`src/rtl/dmem_arbiter.sv`:
```
// Two-port arbiter and one-shot access sequencer in front of the data memory.
// Define DMEM_ARB_FIXED_PRIO_EN for fixed priority to port 0 (default build: round-robin).
module dmem_arbiter #(
  parameter int DM_ADDRESS = 9,
  parameter int DATA_W     = 32
) (
  input  logic                  clk,
  input  logic                  reset,
  input  logic                  req0_valid,
  output logic                  req0_ready,
  input  logic                  req0_write,
  input  logic [DM_ADDRESS-1:0] req0_addr,
  input  logic [DATA_W-1:0]     req0_wdata,
  input  logic [2:0]            req0_funct3,
  input  logic                  req1_valid,
  output logic                  req1_ready,
  input  logic                  req1_write,
  input  logic [DM_ADDRESS-1:0] req1_addr,
  input  logic [DATA_W-1:0]     req1_wdata,
  input  logic [2:0]            req1_funct3,
  output logic                  rsp0_valid,
  input  logic                  rsp0_ready,
  output logic [DATA_W-1:0]     rsp0_rdata,
  output logic                  rsp0_err,
  output logic                  rsp1_valid,
  input  logic                  rsp1_ready,
  output logic [DATA_W-1:0]     rsp1_rdata,
  output logic                  rsp1_err,
  output logic                  MemRead,
  output logic                  MemWrite,
  output logic [DM_ADDRESS-1:0] a,
  output logic [DATA_W-1:0]     wd,
  output logic [2:0]            Funct3,
  input  logic [DATA_W-1:0]     rd
);

  localparam logic [1:0] IDLE  = 2'd0;
  localparam logic [1:0] ISSUE = 2'd1;
  localparam logic [1:0] RESP  = 2'd2;

  logic [1:0]            state_q, state_d;
  logic                  cmd_write_q, cmd_write_d;
  logic [DM_ADDRESS-1:0] cmd_addr_q, cmd_addr_d;
  logic [DATA_W-1:0]     cmd_wdata_q, cmd_wdata_d;
  logic [2:0]            cmd_funct3_q, cmd_funct3_d;
  logic                  cmd_id_q, cmd_id_d;
  logic [DATA_W-1:0]     rsp_data_q, rsp_data_d;
  logic                  rsp_err_q, rsp_err_d;
`ifndef DMEM_ARB_FIXED_PRIO_EN
  logic                  last_grant_q, last_grant_d;
`endif

  logic                  grant0, grant1, accept, misaligned;
  logic                  sel_write;
  logic [DM_ADDRESS-1:0] sel_addr;
  logic [DATA_W-1:0]     sel_wdata;
  logic [2:0]            sel_funct3;

  // Grants are only offered in IDLE; on a tie the port that did not win last time goes first.
  always_comb begin
    grant0 = 1'b0;
    grant1 = 1'b0;
    if (state_q == IDLE && !reset) begin
`ifdef DMEM_ARB_FIXED_PRIO_EN
      grant0 = req0_valid;
`else
      grant0 = req0_valid && (!req1_valid || last_grant_q);
`endif
      grant1 = req1_valid && !grant0;
    end
  end

  assign accept     = grant0 | grant1;
  assign sel_write  = grant1 ? req1_write  : req0_write;
  assign sel_addr   = grant1 ? req1_addr   : req0_addr;
  assign sel_wdata  = grant1 ? req1_wdata  : req0_wdata;
  assign sel_funct3 = grant1 ? req1_funct3 : req0_funct3;

  // Unknown size codes are checked as words.
  always_comb begin
    case (sel_funct3)
      3'b000, 3'b100: misaligned = 1'b0;
      3'b001:         misaligned = sel_addr[0];
      default:        misaligned = (sel_addr[1:0] != 2'b00);
    endcase
  end

  always_comb begin
    state_d      = state_q;
    cmd_write_d  = cmd_write_q;
    cmd_addr_d   = cmd_addr_q;
    cmd_wdata_d  = cmd_wdata_q;
    cmd_funct3_d = cmd_funct3_q;
    cmd_id_d     = cmd_id_q;
    rsp_data_d   = rsp_data_q;
    rsp_err_d    = rsp_err_q;
`ifndef DMEM_ARB_FIXED_PRIO_EN
    last_grant_d = last_grant_q;
`endif
    case (state_q)
      IDLE: begin
        if (accept) begin
          cmd_write_d  = sel_write;
          cmd_addr_d   = sel_addr;
          cmd_wdata_d  = sel_wdata;
          cmd_funct3_d = sel_funct3;
          cmd_id_d     = grant1;
`ifndef DMEM_ARB_FIXED_PRIO_EN
          last_grant_d = grant1;
`endif
          rsp_data_d   = '0;
          rsp_err_d    = misaligned;
          state_d      = misaligned ? RESP : ISSUE;
        end
      end
      ISSUE: begin
        rsp_data_d = cmd_write_q ? '0 : rd;
        state_d    = RESP;
      end
      RESP: begin
        if (cmd_id_q ? rsp1_ready : rsp0_ready) state_d = IDLE;
      end
      default: state_d = IDLE;
    endcase
  end

  always_ff @(posedge clk) begin
    if (reset) begin
      state_q      <= IDLE;
      cmd_write_q  <= 1'b0;
      cmd_addr_q   <= '0;
      cmd_wdata_q  <= '0;
      cmd_funct3_q <= '0;
      cmd_id_q     <= 1'b0;
      rsp_data_q   <= '0;
      rsp_err_q    <= 1'b0;
`ifndef DMEM_ARB_FIXED_PRIO_EN
      last_grant_q <= 1'b1;
`endif
    end else begin
      state_q      <= state_d;
      cmd_write_q  <= cmd_write_d;
      cmd_addr_q   <= cmd_addr_d;
      cmd_wdata_q  <= cmd_wdata_d;
      cmd_funct3_q <= cmd_funct3_d;
      cmd_id_q     <= cmd_id_d;
      rsp_data_q   <= rsp_data_d;
      rsp_err_q    <= rsp_err_d;
`ifndef DMEM_ARB_FIXED_PRIO_EN
      last_grant_q <= last_grant_d;
`endif
    end
  end

  // Memory-side outputs are forced to zero outside the single ISSUE cycle.
  assign req0_ready = grant0;
  assign req1_ready = grant1;
  assign MemRead    = (state_q == ISSUE) && !cmd_write_q;
  assign MemWrite   = (state_q == ISSUE) && cmd_write_q;
  assign a          = (state_q == ISSUE) ? cmd_addr_q   : '0;
  assign wd         = (state_q == ISSUE) ? cmd_wdata_q  : '0;
  assign Funct3     = (state_q == ISSUE) ? cmd_funct3_q : '0;
  assign rsp0_valid = (state_q == RESP) && !cmd_id_q;
  assign rsp1_valid = (state_q == RESP) && cmd_id_q;
  assign rsp0_rdata = rsp0_valid ? rsp_data_q : '0;
  assign rsp1_rdata = rsp1_valid ? rsp_data_q : '0;
  assign rsp0_err   = rsp0_valid && rsp_err_q;
  assign rsp1_err   = rsp1_valid && rsp_err_q;

endmodule

```
`config.mk`:
```
export PLATFORM = sky130hd
export DESIGN_NAME = dmem_arbiter
export DESIGN_NICKNAME = d
export VERILOG_FILES = /design/src/rtl/dmem_arbiter.sv
export SDC_FILE = /design/constraint.sdc
export NUM_CORES = 1
export LEC_CHECK = 0
export ABC_AREA = 1
export BUFFER_PORTS_ARGS = -buffer_cell sky130_fd_sc_hd__buf_4
export CORE_MARGIN = 5
export CORE_UTILIZATION = 39
export CTS_CLUSTER_SIZE = 25
export DETAILED_ROUTE_END_ITERATION = 8
export HOLD_SLACK_MARGIN = 0.05
export PLACE_DENSITY_LB_ADDON = 0.1
export SYNTH_ARGS = -nofsm -noshare
export SYNTH_HDL_FRONTEND = slang
export SYNTH_SLANG_ARGS = --single-unit
```
`constraint.sdc`:
```
create_clock -name clk -period 1.41 [get_ports clk]
set_input_delay 0 -clock clk [delete_from_list [all_inputs] [get_ports clk]]
set_output_delay 0 -clock clk [all_outputs]
set_load 0.005 [all_outputs]
```
-- Word level (Yosys, flattened, before mapping)
Cells that the tools add are included.
- register bits after elaboration: 82
- bits of input ports: 128
- output and inout bits: 116
- equality and inequality tests: 6
- muxes and demuxes: 20
- bitwise gates (word level): 1
- reductions and logical operators: 23
- operators with widths (operator ; count):
    2-to-1 mux 32 bit ; 6
    case mux 32 bit (2 select lines) ; 1
    2-to-1 mux 9 bit ; 2
    logical AND 1 bit ; 9
    2-to-1 mux 2 bit ; 3
    2-to-1 mux 3 bit ; 2
    case mux 2 bit (3 select lines) ; 1
    AND reduction 2 bit ; 3
    zero test 1 bit ; 5
    2-to-1 mux 1 bit ; 4
    != test 2 bit (second input constant) ; 2
    nonzero test 2 bit ; 2
    == test 3 x 1 -> 1 bit (second input constant) ; 1
    == test 3 bit (second input constant) ; 1
    zero test 3 bit ; 1
    == test 2 x 1 -> 1 bit (second input constant) ; 1
    == test 2 bit (second input constant) ; 1
    zero test 2 bit ; 1
    case mux 1 bit (2 select lines) ; 1
    OR reduction 2 bit ; 1
    logical OR 1 bit ; 1
    OR 1 bit ; 1

-- Longest topological paths before layout
Gate-level depths: netlist of run 1.
- depth in word-level cells: 13
- depth in mapped cells: 14
- mapped depth without buffers: 13

-- Worst setup path after synthesis of run 1
No wires, ideal clock.
- path type: register to register
- start: reg state_q[0]
- end: reg state_q[1]
- setup time: 0.132 ns
- arrival time: 1.331 ns
- data required time: 1.278 ns
- path slack: -0.053 ns
- cell stages (with the launch flop): 13
- clock period less this slack: 1.463 ns
- path through: dfxtp_1 > inv_2 > nand2_2 > nor2_4 > nand2_2 > buf_6 > or2_1 > o21ai_2 > nand2_1 > nand2_1 > nand2_2 > nand2_1 > a21oi_1
- word-level cells in the longest chain between the ends: 10
- elaborated cells between the ends (all ways): 21
- classes of those cells: 6 x eq/ne; 8 x mux; 1 x bitwise; 6 x reduce/logical
- ends and longest elaborated chain (element ; line ; text):
    start: declaration ; 41 ; logic [1:0] state_q, state_d;
    start signal: assignment ; 141 ; state_q <= state_d;
    zero test 2 bit ; 63, 100 ;
    logical AND 1 bit ; 63 ; if (state_q == IDLE && !reset) begin
    2-to-1 mux 1 bit ; 63 ;
    2-to-1 mux 3 bit ; 77 ; assign sel_funct3 = grant1 ? req1_funct3 : req0_funct3;
    == test 3 bit / zero test 3 bit (equally long branches) ; 81 ; case (sel_funct3)
    OR reduction 2 bit ; 81 ;
    case mux 1 bit (2 select lines) ; 81 ;
    2-to-1 mux 2 bit ; 113 ; state_d = misaligned ? RESP : ISSUE;
    2-to-1 mux 2 bit ; 102 ; if (accept) begin
    case mux 2 bit (3 select lines) ; 100 ; case (state_q)
Several ways; a longest one is shown, not always the timed one. The select of a mux whose other input is x is not followed.
A chain may end at the register's enable or synchronous reset.

-- Final worst setup path of run 1
- start: reg state_q[1]
- end: reg rsp_err_q
- word-level cells in the longest chain between the ends: 7
- elaborated cells between the ends (all ways): 14
- classes of those cells: 2 x eq/ne; 5 x mux; 1 x bitwise; 6 x reduce/logical
- ends and longest elaborated chain (element ; line ; text):
    zero test 2 bit * ; 63, 100 ;
    logical AND 1 bit ; 63 ;
    2-to-1 mux 1 bit ; 63 ;
    2-to-1 mux 3 bit ; 77 ;
    == test 3 bit / zero test 3 bit (equally long branches) ; 81 ;
    OR reduction 2 bit ; 81 ;
    case mux 1 bit (2 select lines) ; 81 ;
    end signal: assignment ; 148 ; rsp_err_q <= rsp_err_d;
    end: declaration ; 48 ; logic rsp_err_q, rsp_err_d;
Mark *: on every way between the ends. The rest lies on a longest branch, timed or not.

==> results of run 1 <==
==> registers in the layout, summed over array words and instances (netlist names) <==
name          count
cmd_addr_q        9
cmd_funct3_q      3
cmd_id_q          1
cmd_wdata_q      32
cmd_write_q       1
last_grant_q      1
rsp_data_q       32
rsp_err_q         1
state_q           2
==> critical path, delay by kind of cell (launching register included) <==
family,cells,cell delay [ns]
simple gates,9,0.93
flops,1,0.34
buf+inv,2,0.22
compound gates,1,0.13
==> routing by layer <==
metal | global-route usage | part of all wire
met5 | 0 | 0
met4 | 0.1058 | 0.034
met3 | 0.06199 | 0.074
met2 | 0.4938 | 0.53
met1 | 0.3005 | 0.36
==> metrics by stage <==
stage	hold slack, ns	instances	util
after global routing	0.09774	1165	0.8153
after detailed placement	0.2687	1002	0.6003
final	0.08618	1165	0.8153
after CTS	0.05810	1150	0.7747
after global placement	0.2656	1002	0.6003
after floorplan	0.1480	636	-
==> power groups by stage <==
stage | sequential, W | combinational [W] | clock, W
floorplan | 0.00285 | 0.00133 | 0
global placement | 0.00288 | 0.00213 | 0
detailed placement | 0.00289 | 0.00217 | 0
CTS | 0.00285 | 0.00291 | 0.00191
global route | 0.00291 | 0.00367 | 0.00201
finish | 0.00287 | 0.00343 | 0.00189
==> worst max-delay path by stage <==
stage	startpoint	to	cells past startpoint
after global routing	state_q[1]	rsp_err_q	12
after detailed placement	state_q[1]	rsp_data_q[22]	10
after CTS	state_q[0]	MemRead	7
after floorplan	state_q[0]	state_q[1]	12
after global placement	state_q[1]	rsp_data_q[9]	10
final	state_q[1]	rsp_err_q	12
==> logic make-up after synthesis <==
kind of cell           Yosys count
DFF                             82
AOI/OAI and AO/OA              129
buffers and inverters          135
and+or+nand+nor                290
==> synthesized netlist by cell type <==
cell / number / area (µm²)
inv_4: 1 / 6.260
buf_1: 4 / 15.01
o21ai_2: 1 / 8.760
inv_1: 85 / 319.1
or2_1: 1 / 6.260
buf_6: 2 / 22.52
inv_2: 4 / 15.01
or2_0: 1 / 6.260
nor2_8: 1 / 20.02
nand2_2: 4 / 25.02
o22a_1: 1 / 8.760
nand3_1: 2 / 10.01
a211oi_1: 1 / 7.510
nor2_4: 2 / 22.52
dfxtp_1: 82 / 1642
a21oi_2: 1 / 8.760
buf_2: 5 / 25.02
nor3_4: 1 / 16.27
a21oi_1: 38 / 190.2
nor2_1: 117 / 439.2
clkbuf_1: 24 / 90.09
clkinv_1: 2 / 7.510
nand2_1: 160 / 600.6
buf_4: 8 / 60.06
o21ai_0: 2 / 10.01
nand3b_1: 1 / 7.510
o21ai_1: 45 / 225.2
a31oi_1: 40 / 250.2
==> cell type report <==
class                   count  area [µm²]  area share
repair buffers            419        3810      0.4567
multi-input cells         419        2116      0.2536
flip-flops and latches     82        1644      0.1971
inverters                  92       382.9     0.04590
well taps                 136       170.2     0.02040
clock buffers              11       131.4     0.01575
clock inverters             5       78.83    0.009450
repair inverters            1       8.758    0.001050
==> timing repair <==
| action | CTS | global route |
|---|---|---|
| cloned | 6 | 6 |
| resized for setup | 61 | 64 |
| pin swaps | 14 | 16 |
| buffers inserted | 12 | 10 |
| hold endpoints to repair | 73 | 0 |
| setup endpoints to repair | 193 | 195 |
| hold buffers | 114 | 0 |
==> reports/results.ini, run 1 <==
[synth]
synth.avg_cell_area_um2 = 6.392
synthesis.nets = 764
synth_simple_gate_area_frac = 0.2838
ys_seq_area_frac = 0.4038
synth_xor_area_frac = 0
ys_types = 28
yosys_warnings = 0
synth_fa_ha_area_frac = 0
synth_compound_area_frac = 0.1745
syn_area_mm2 = 0.004065
muxShareOfSynthArea = 0
synth_top_family_by_area = simple AND/OR/NAND/NOR gates
syn_inst = 636
ys_seq_elements = 82

[clock_tree]
root_buffer = clkbuf_8
clk_pin_slew_ns = 0.08
cts_max_level = 3
cts_tree = yes
numCtsBuffers = 9
cts.path.max_buffers = 2
worstSkewPairLatency_ns = 0.35
cts.sinks = 82

[worst_setup_path]
path_cells = inv_2 > nand2_4 > nor2_4 > nand2_4 > buf_6 > or2_0 > o21ai_1 > nand2_1 > nand2_2 > nand2_4 > nor2_4 > nor2_1
r2r_cells = 12
arrival_ns = 1.97
cp.required_ns = 1.65
worst_path_max_delay_cell = dfxtp_2
rrSetupSlack_ns = -0.32
path_class = flop to flop
r2r-end = rsp_err_q
reg2reg_from = state_q[1]
cp-start-kind = flop
endpoint_kind = flop
critPathMaxFanout = 4
cp_common_cell = nand2_4
slowest_delay_ns = 0.34

[grt]
grt_max_degree = 44
grt_pass1_vias = 5762
overflow = 0
grt_pass1_wl_um = 27860
antenna_found_initial = 0
grt_usage = 0.2695

[hold_path]
whs_path_depth = 5
min_to = cmd_funct3_q[0]
hold_start = req0_funct3[0]
min_path_type = input pin to flop

[detailed_routing]
firstDrtPassIters = 5
vias = 5795
wl_per_cell_um = 16.60
drc = 0
routed_wl_um = 19340
drt_iter0_drc = 423
ant_nets = 0
viasPerCell = 4.974

[power_and_ir_drop]
vdd_ir_drop_max_uv = 607.3
powerDensity_mw_per_mm2 = 980.9
pwr-share-seq = 0.351
p_leak_nw = 3.686
internal-power_w = 0.005349
finalPower_w = 0.008182
p_sw_w = 0.002833
p_clk_frac = 0.230
swShare = 0.3463
power_frac_comb = 0.419

[cells_and_area]
post_route_cells_drive_above_1_share = 0.4052
final_nets = 1152
antenna_cells = 0
stdcell_area_mm2 = 0.008342
layout_commonest_cell = buf_4
fill_cells = 666
syn_to_final_growth_pct = 105.2
layout_common_cells = 277 x buf_4, 151 x nand2_1, 114 x dlygate4sd3_1

[timing]
clock_skew_ns = 0.01068
fmax_ghz = 0.5796
finalHoldViolCount = 0
finalWorstSetupSlack_ns = -0.3155
finalMaxSlewViolations = 0
setup_tns_ns = -28.15
setup_violations = 195
worstMarginPinSlew_ns = 0.2824
period_share = 1.224
slew_headroom = 0.8118
fin_crit_ns = 1.725
rsz0062_at_grt = yes

[floorplanning]
ios = 244
dieHeight_um = 112.1
fp-row-count = 37
die_w_um = 112.1
fp.coreArea_mm2 = 0.01023
dieArea_mm2 = 0.01257
initial_utilization = 0.3973

[placement]
port_buffers = 243
gp_congestion = 0.7944
dpl_worst_slack_ns = -0.3027
place_area_mm2 = 0.006142
hpwl_um = 10450

[status]
violations = negative setup slack
status = finished, violations left

[run]
drv_cap = 0

Note: power is estimated with default switching activity, not from simulation.
==> run 2, diff against run 1 <==
--- a/config.mk
+++ b/config.mk
@@ -13,6 +13,7 @@
 export DETAILED_ROUTE_END_ITERATION = 8
 export HOLD_SLACK_MARGIN = 0.05
 export PLACE_DENSITY_LB_ADDON = 0.1
+export SKIP_LAST_GASP = 1
 export SYNTH_ARGS = -nofsm -noshare
 export SYNTH_HDL_FRONTEND = slang
 export SYNTH_SLANG_ARGS = --single-unit
==> run 2 against run 1 <==
Net effect: the flow still finishes with violations (negative setup slack); sequential share of layout area fell by 0.068 points; cell area rose by 0.35%; count of clock-buffer cells in the layout unchanged; highest routed layer unchanged; total power grew 1.2%; die area unchanged; largest power group unchanged.
==> reports/results.ini, run 2 (synthesis results as in run 1) <==
[timing]
worstMarginPinSlew_ns = 0.3071
slew_headroom = 0.7946
finalMaxSlewViolations = 0
clock_skew_ns = 0.01470
fin_crit_ns = 1.764
setup_violations = 196
finalWorstSetupSlack_ns = -0.3539
period_share = 1.251
rsz0062_at_grt = yes
fmax_ghz = 0.5669
finalHoldViolCount = 0
worst_hold_slack_ns = 0.09794

[detailed_routing]
drt_iter0_drc = 404
drc = 0
wl_per_cell_um = 17.13
vias = 5891
ant_nets = 0
routed_wl_um = 20040
firstDrtPassIters = 7
viasPerCell = 5.035

[hold_path]
min_path_type = input pin to flop
hold_start = reset
whs_path_depth = 3
min_to = rsp_data_q[9]

[worst_setup_path]
cp-start-kind = flop
r2r-end = cmd_wdata_q[28]
arrival_ns = 2.02
path_class = flop to flop
cp.depth = 12
reg2reg_from = state_q[1]
endpoint_kind = flop
path_cells = inv_2 > nand2_4 > nor2_4 > nand2_4 > buf_12 > clkinv_8 > buf_8 > buf_12 > buf_4 > buf_16 > nand2_1 > a31oi_1
critPathMaxFanout = 8
cp_top_family = buffers and inverters
r2r_cells = 12
cp.required_ns = 1.67
crit_buf_inv = 7
worst_path_max_delay_cell = dfxtp_2
rrSetupSlack_ns = -0.35
slowest_delay_ns = 0.35

[status]
status = finished, violations left
violations = negative setup slack

[grt]
grt_max_degree = 44
grt_usage = 0.2686
antenna_found_initial = 0
grt_pass1_wl_um = 27710
overflow = 0
grt_pass1_vias = 5753

[power_and_ir_drop]
power_frac_comb = 0.425
p_sw_w = 0.002846
vdd_ir_drop_max_uv = 638.4
powerDensity_mw_per_mm2 = 989.5
pwr-share-seq = 0.346
swShare = 0.3435
internal-power_w = 0.005437
p_leak_nw = 3.749
p_clk_frac = 0.228

[floorplanning]
die_w_um = 112.1
dieHeight_um = 112.1
fp-row-count = 37
fp.coreArea_mm2 = 0.01023
dieArea_mm2 = 0.01257
initial_utilization = 0.3973
ios = 244

[clock_tree]
cts_tree = yes
worstSkewPairLatency_ns = 0.35
cts_max_level = 3
cts.sinks = 82
clk_pin_slew_ns = 0.10
cts.path.max_buffers = 2
root_buffer = clkbuf_8
numCtsBuffers = 9

[placement]
gp_congestion = 0.7944
hpwl_um = 10450
place_area_mm2 = 0.006142
port_buffers = 243
dpl_worst_slack_ns = -0.3027

[cells_and_area]
antenna_cells = 0
layout_common_cells = 278 x buf_4, 152 x nand2_1, 114 x dlygate4sd3_1
layout_commonest_cell = buf_4
syn_to_final_growth_pct = 105.9
final_nets = 1157
final_core_util = 0.8181
post_route_cells_drive_above_1_share = 0.3704
stdcell_area_mm2 = 0.008371
reg.largest.list = cmd_wdata_q (32), rsp_data_q (32), cmd_addr_q (9)
fill_cells = 662

[run]
drv_cap = 0

[run 2: timing repair]
action,4_1_cts,5_1_grt
cloned,6,11
endpoints found under the hold margin,73,0
gates resized for setup,36,57
pin swaps,9,20
setup buffers,12,11
setup endpoints to repair,193,195
hold buffers,114,0
[run 2: worst min-delay path: stages]
cell	delay [ns]
buf_4	0.14
buf_4	0.20
a21oi_1	0.05
[run 2: power by group through the flow]
| stage | Combinational [W] | Sequential (W) | Clock, W |
|---|---|---|---|
| after floorplan | 0.00133 | 0.00285 | 0 |
| after global placement | 0.00213 | 0.00288 | 0 |
| after detailed placement | 0.00217 | 0.00289 | 0 |
| after CTS | 0.00287 | 0.00285 | 0.00191 |
| after global routing | 0.00375 | 0.00291 | 0.00203 |
| final | 0.00352 | 0.00287 | 0.00189 |
[run 2: area by class of cell]
cell class / instances / area [µm²] / area share
tap: 136 / 170.2 / 0.02033
sequential: 82 / 1644 / 0.1964
clock inverter: 5 / 78.83 / 0.009417
multi-input combinational: 419 / 2046 / 0.2444
inverter: 92 / 382.9 / 0.04574
clock buffer: 11 / 131.4 / 0.01570
timing repair buffer: 425 / 3918 / 0.4680
[run 2: worst max path at each step]
| stage | slack [ns] | endpoint | startpoint |
|---|---|---|---|
| final | -0.35 | cmd_wdata_q[28] | state_q[1] |
| after global routing | -0.36 | state_q[1] | state_q[1] |
| after CTS | -0.20 | rsp1_rdata[12] | state_q[0] |
| after detailed placement | -0.30 | rsp_data_q[22] | state_q[1] |
| after global placement | -0.18 | rsp_data_q[9] | state_q[1] |
| after floorplan | -0.04 | state_q[1] | state_q[0] |
[run 2: per-stage QoR]
step	instances	power, W	setup TNS [ns]
3_5_place_dp	1002	0.005062	-12.75
2_1_floorplan	636	0.004172	-0.06968
6_report	1170	0.008283	-34.31
4_1_cts	1150	0.007621	-22.91
5_1_grt	1170	0.008684	-51.64
3_3_place_gp	1002	0.005009	-7.964
[run 2: per-layer routing]
metal | track usage | wire length, µm | up-vias
met5 | 0 | 0 | -
met4 | 0.1146 | 880 | 0
met3 | 0.06361 | 1524 | 80
met2 | 0.4926 | 10460 | 334
met1 | 0.2942 | 7180 | 2713
li1 | - | - | 2764
==> run 3, diff against run 2 <==
--- a/config.mk
+++ b/config.mk
@@ -6,13 +6,14 @@
 export NUM_CORES = 1
 export LEC_CHECK = 0
 export ABC_AREA = 1
-export BUFFER_PORTS_ARGS = -buffer_cell sky130_fd_sc_hd__buf_4
+export BUFFER_PORTS_ARGS = -buffer_cell sky130_fd_sc_hd__buf_2
 export CORE_MARGIN = 5
 export CORE_UTILIZATION = 39
 export CTS_CLUSTER_SIZE = 25
 export DETAILED_ROUTE_END_ITERATION = 8
 export HOLD_SLACK_MARGIN = 0.05
 export PLACE_DENSITY_LB_ADDON = 0.1
+export RECOVER_POWER = 25
 export SKIP_LAST_GASP = 1
 export SYNTH_ARGS = -nofsm -noshare
 export SYNTH_HDL_FRONTEND = slang
==> run 3 against run 2 <==
Net effect: the run still ends with negative setup slack left; largest power group unchanged; routed wire length grew 1.1%; first-iteration DRC count up 27%; largest cell class unchanged; critical endpoint is now cmd_addr_q[8]; count of clock-buffer cells in the layout decreased by 2; maximum frequency rose by 5.7%; global-route usage shrank 0.088 points; worst setup slack improved by 0.096 ns; critical path depth fell by 4; cell count up 0.85%.
==> reports/results.ini, run 3 (synthesis results as in run 1) <==
[grt]
grt_max_degree = 36
grt_pass1_wl_um = 27880
grt_pass1_vias = 5823
antenna_found_initial = 2
overflow = 0
grt_usage = 0.2677

[cells_and_area]
final_nets = 1165
post_route_cells_drive_above_1_share = 0.4376
reg.largest.list = cmd_wdata_q (32), rsp_data_q (32), cmd_addr_q (9)
fill_cells = 630
layout_common_cells = 240 x buf_2, 151 x nand2_1, 114 x dlygate4sd3_1
layout_commonest_cell = buf_2
stdcell_area_mm2 = 0.008368
syn_to_final_growth_pct = 105.8
final_core_util = 0.8179
instances_no_fill = 1180

[clock_tree]
root_buffer = clkbuf_8
cts.sinks = 82
cts.path.max_buffers = 2
numCtsBuffers = 9
cts_max_level = 3
clk_pin_slew_ns = 0.09
cts_tree = yes
worstSkewPairLatency_ns = 0.36

[run]
drv_cap = 0

[timing]
period_share = 1.183
slew_headroom = 0.7500
rsz0062_at_grt = yes
fmax_ghz = 0.5995
setup_violations = 195
finalWorstSetupSlack_ns = -0.2582
worstMarginPinSlew_ns = 0.3750
fin_crit_ns = 1.668
clock_skew_ns = 0.008623
finalHoldViolCount = 0
finalMaxSlewViolations = 0

[worst_setup_path]
path_class = flop to flop
arrival_ns = 1.91
endpoint_kind = flop
slowest_delay_ns = 0.34
cp-start-kind = flop
cp_common_cell = o21ai_1
cp_top_family = compound AO/OA/AOI/OAI gates
cp.required_ns = 1.65
crit_buf_inv = 3
critPathMaxFanout = 6
worst_path_max_delay_cell = dfxtp_2
path_cells = o21ai_1 > buf_4 > nor3_4 > nor2_8 > clkinv_8 > buf_12 > o21ai_1 > a31oi_2

[detailed_routing]
wl_per_cell_um = 17.17
firstDrtPassIters = 5
routed_wl_um = 20260
viasPerCell = 5.092
drt_iter0_drc = 513
ant_nets = 0
drc = 0
vias = 6009

[placement]
port_buffers = 243
dpl_worst_slack_ns = -0.2991
hpwl_um = 9904
place_area_mm2 = 0.005514
gp_congestion = 0.8305
placed_cells = 1001

[floorplanning]
dieArea_mm2 = 0.01257
fp-row-count = 37
dieHeight_um = 112.1
initial_utilization = 0.3973
die_w_um = 112.1
fp.coreArea_mm2 = 0.01023
ios = 244

[status]
violations = negative setup slack
status = finished, violations left

[power_and_ir_drop]
p_leak_nw = 3.772
powerDensity_mw_per_mm2 = 1042
finalPower_w = 0.008720
vdd_ir_drop_max_uv = 610.8

[hold_path]
min_path_type = input pin to flop

-- run 3: area by class of cell --
| cell class | count | area, µm² | share of cell area |
|---|---|---|---|
| well taps | 136 | 170.2 | 0.02033 |
| clock buffers | 9 | 123.9 | 0.01480 |
| multi-input cells | 419 | 2495 | 0.2981 |
| repair inverters | 2 | 20.02 | 0.002392 |
| diodes | 2 | 5.005 | 0.0005981 |
| inverters | 92 | 382.9 | 0.04575 |
| clock inverters | 7 | 76.32 | 0.009121 |
| repair buffers | 431 | 3450 | 0.4122 |
| flip-flops and latches | 82 | 1645 | 0.1966 |
-- run 3: timing repair --
action	CTS	global route
hold endpoints to repair	73	0
gates cloned	11	13
resized for setup	60	134
hold buffers	114	0
endpoints found under the setup margin	193	195
pin swaps	14	15
setup buffers	23	9
-- run 3: per-stage QoR --
stage / hold WS [ns] / setup TNS [ns]
after detailed placement: 0.2581 / -14.78
final: 0.07557 / -32.58
after floorplan: 0.1480 / -0.06968
after global placement: 0.2552 / -8.850
after global routing: 0.07814 / -45.11
after CTS: 0.06941 / -25.75
-- run 3: power breakdown --
group / internal, W / switching, W / total [W]
logic: 0.00197 / 0.00209 / 0.00405
registers: 0.00267 / 0.000203 / 0.00287
clock network: 0.000838 / 0.000956 / 0.00179
total: 0.00547 / 0.00325 / 0.00872
-- run 3: tightest hold or removal path: stages --
cell,delay (ns)
buf_2,0.10
o21ai_2,0.07
buf_4,0.13
a21oi_2,0.11
-- run 3: path summary, 6_finish.rpt --
kind | start | to | slack (ns) | depth (start not counted)
worst min register to register | rsp_data_q[31] | rsp_data_q[31] | 0.46 | 2
worst min-delay path | req0_addr[1] | cmd_addr_q[1] | 0.08 | 4
worst max-delay path | last_grant_q | cmd_addr_q[8] | -0.26 | 8
worst max register to register | last_grant_q | cmd_addr_q[8] | -0.26 | 8
-- run 3: layer usage --
| layer | vias up | global-route usage | wire length, µm |
|---|---|---|---|
| li1 | 2787 | - | - |
| met1 | 2779 | 0.2949 | 7382 |
| met2 | 358 | 0.4867 | 10460 |
| met3 | 85 | 0.06577 | 1518 |
| met4 | 0 | 0.1154 | 897 |
| met5 | - | 0 | 0 |
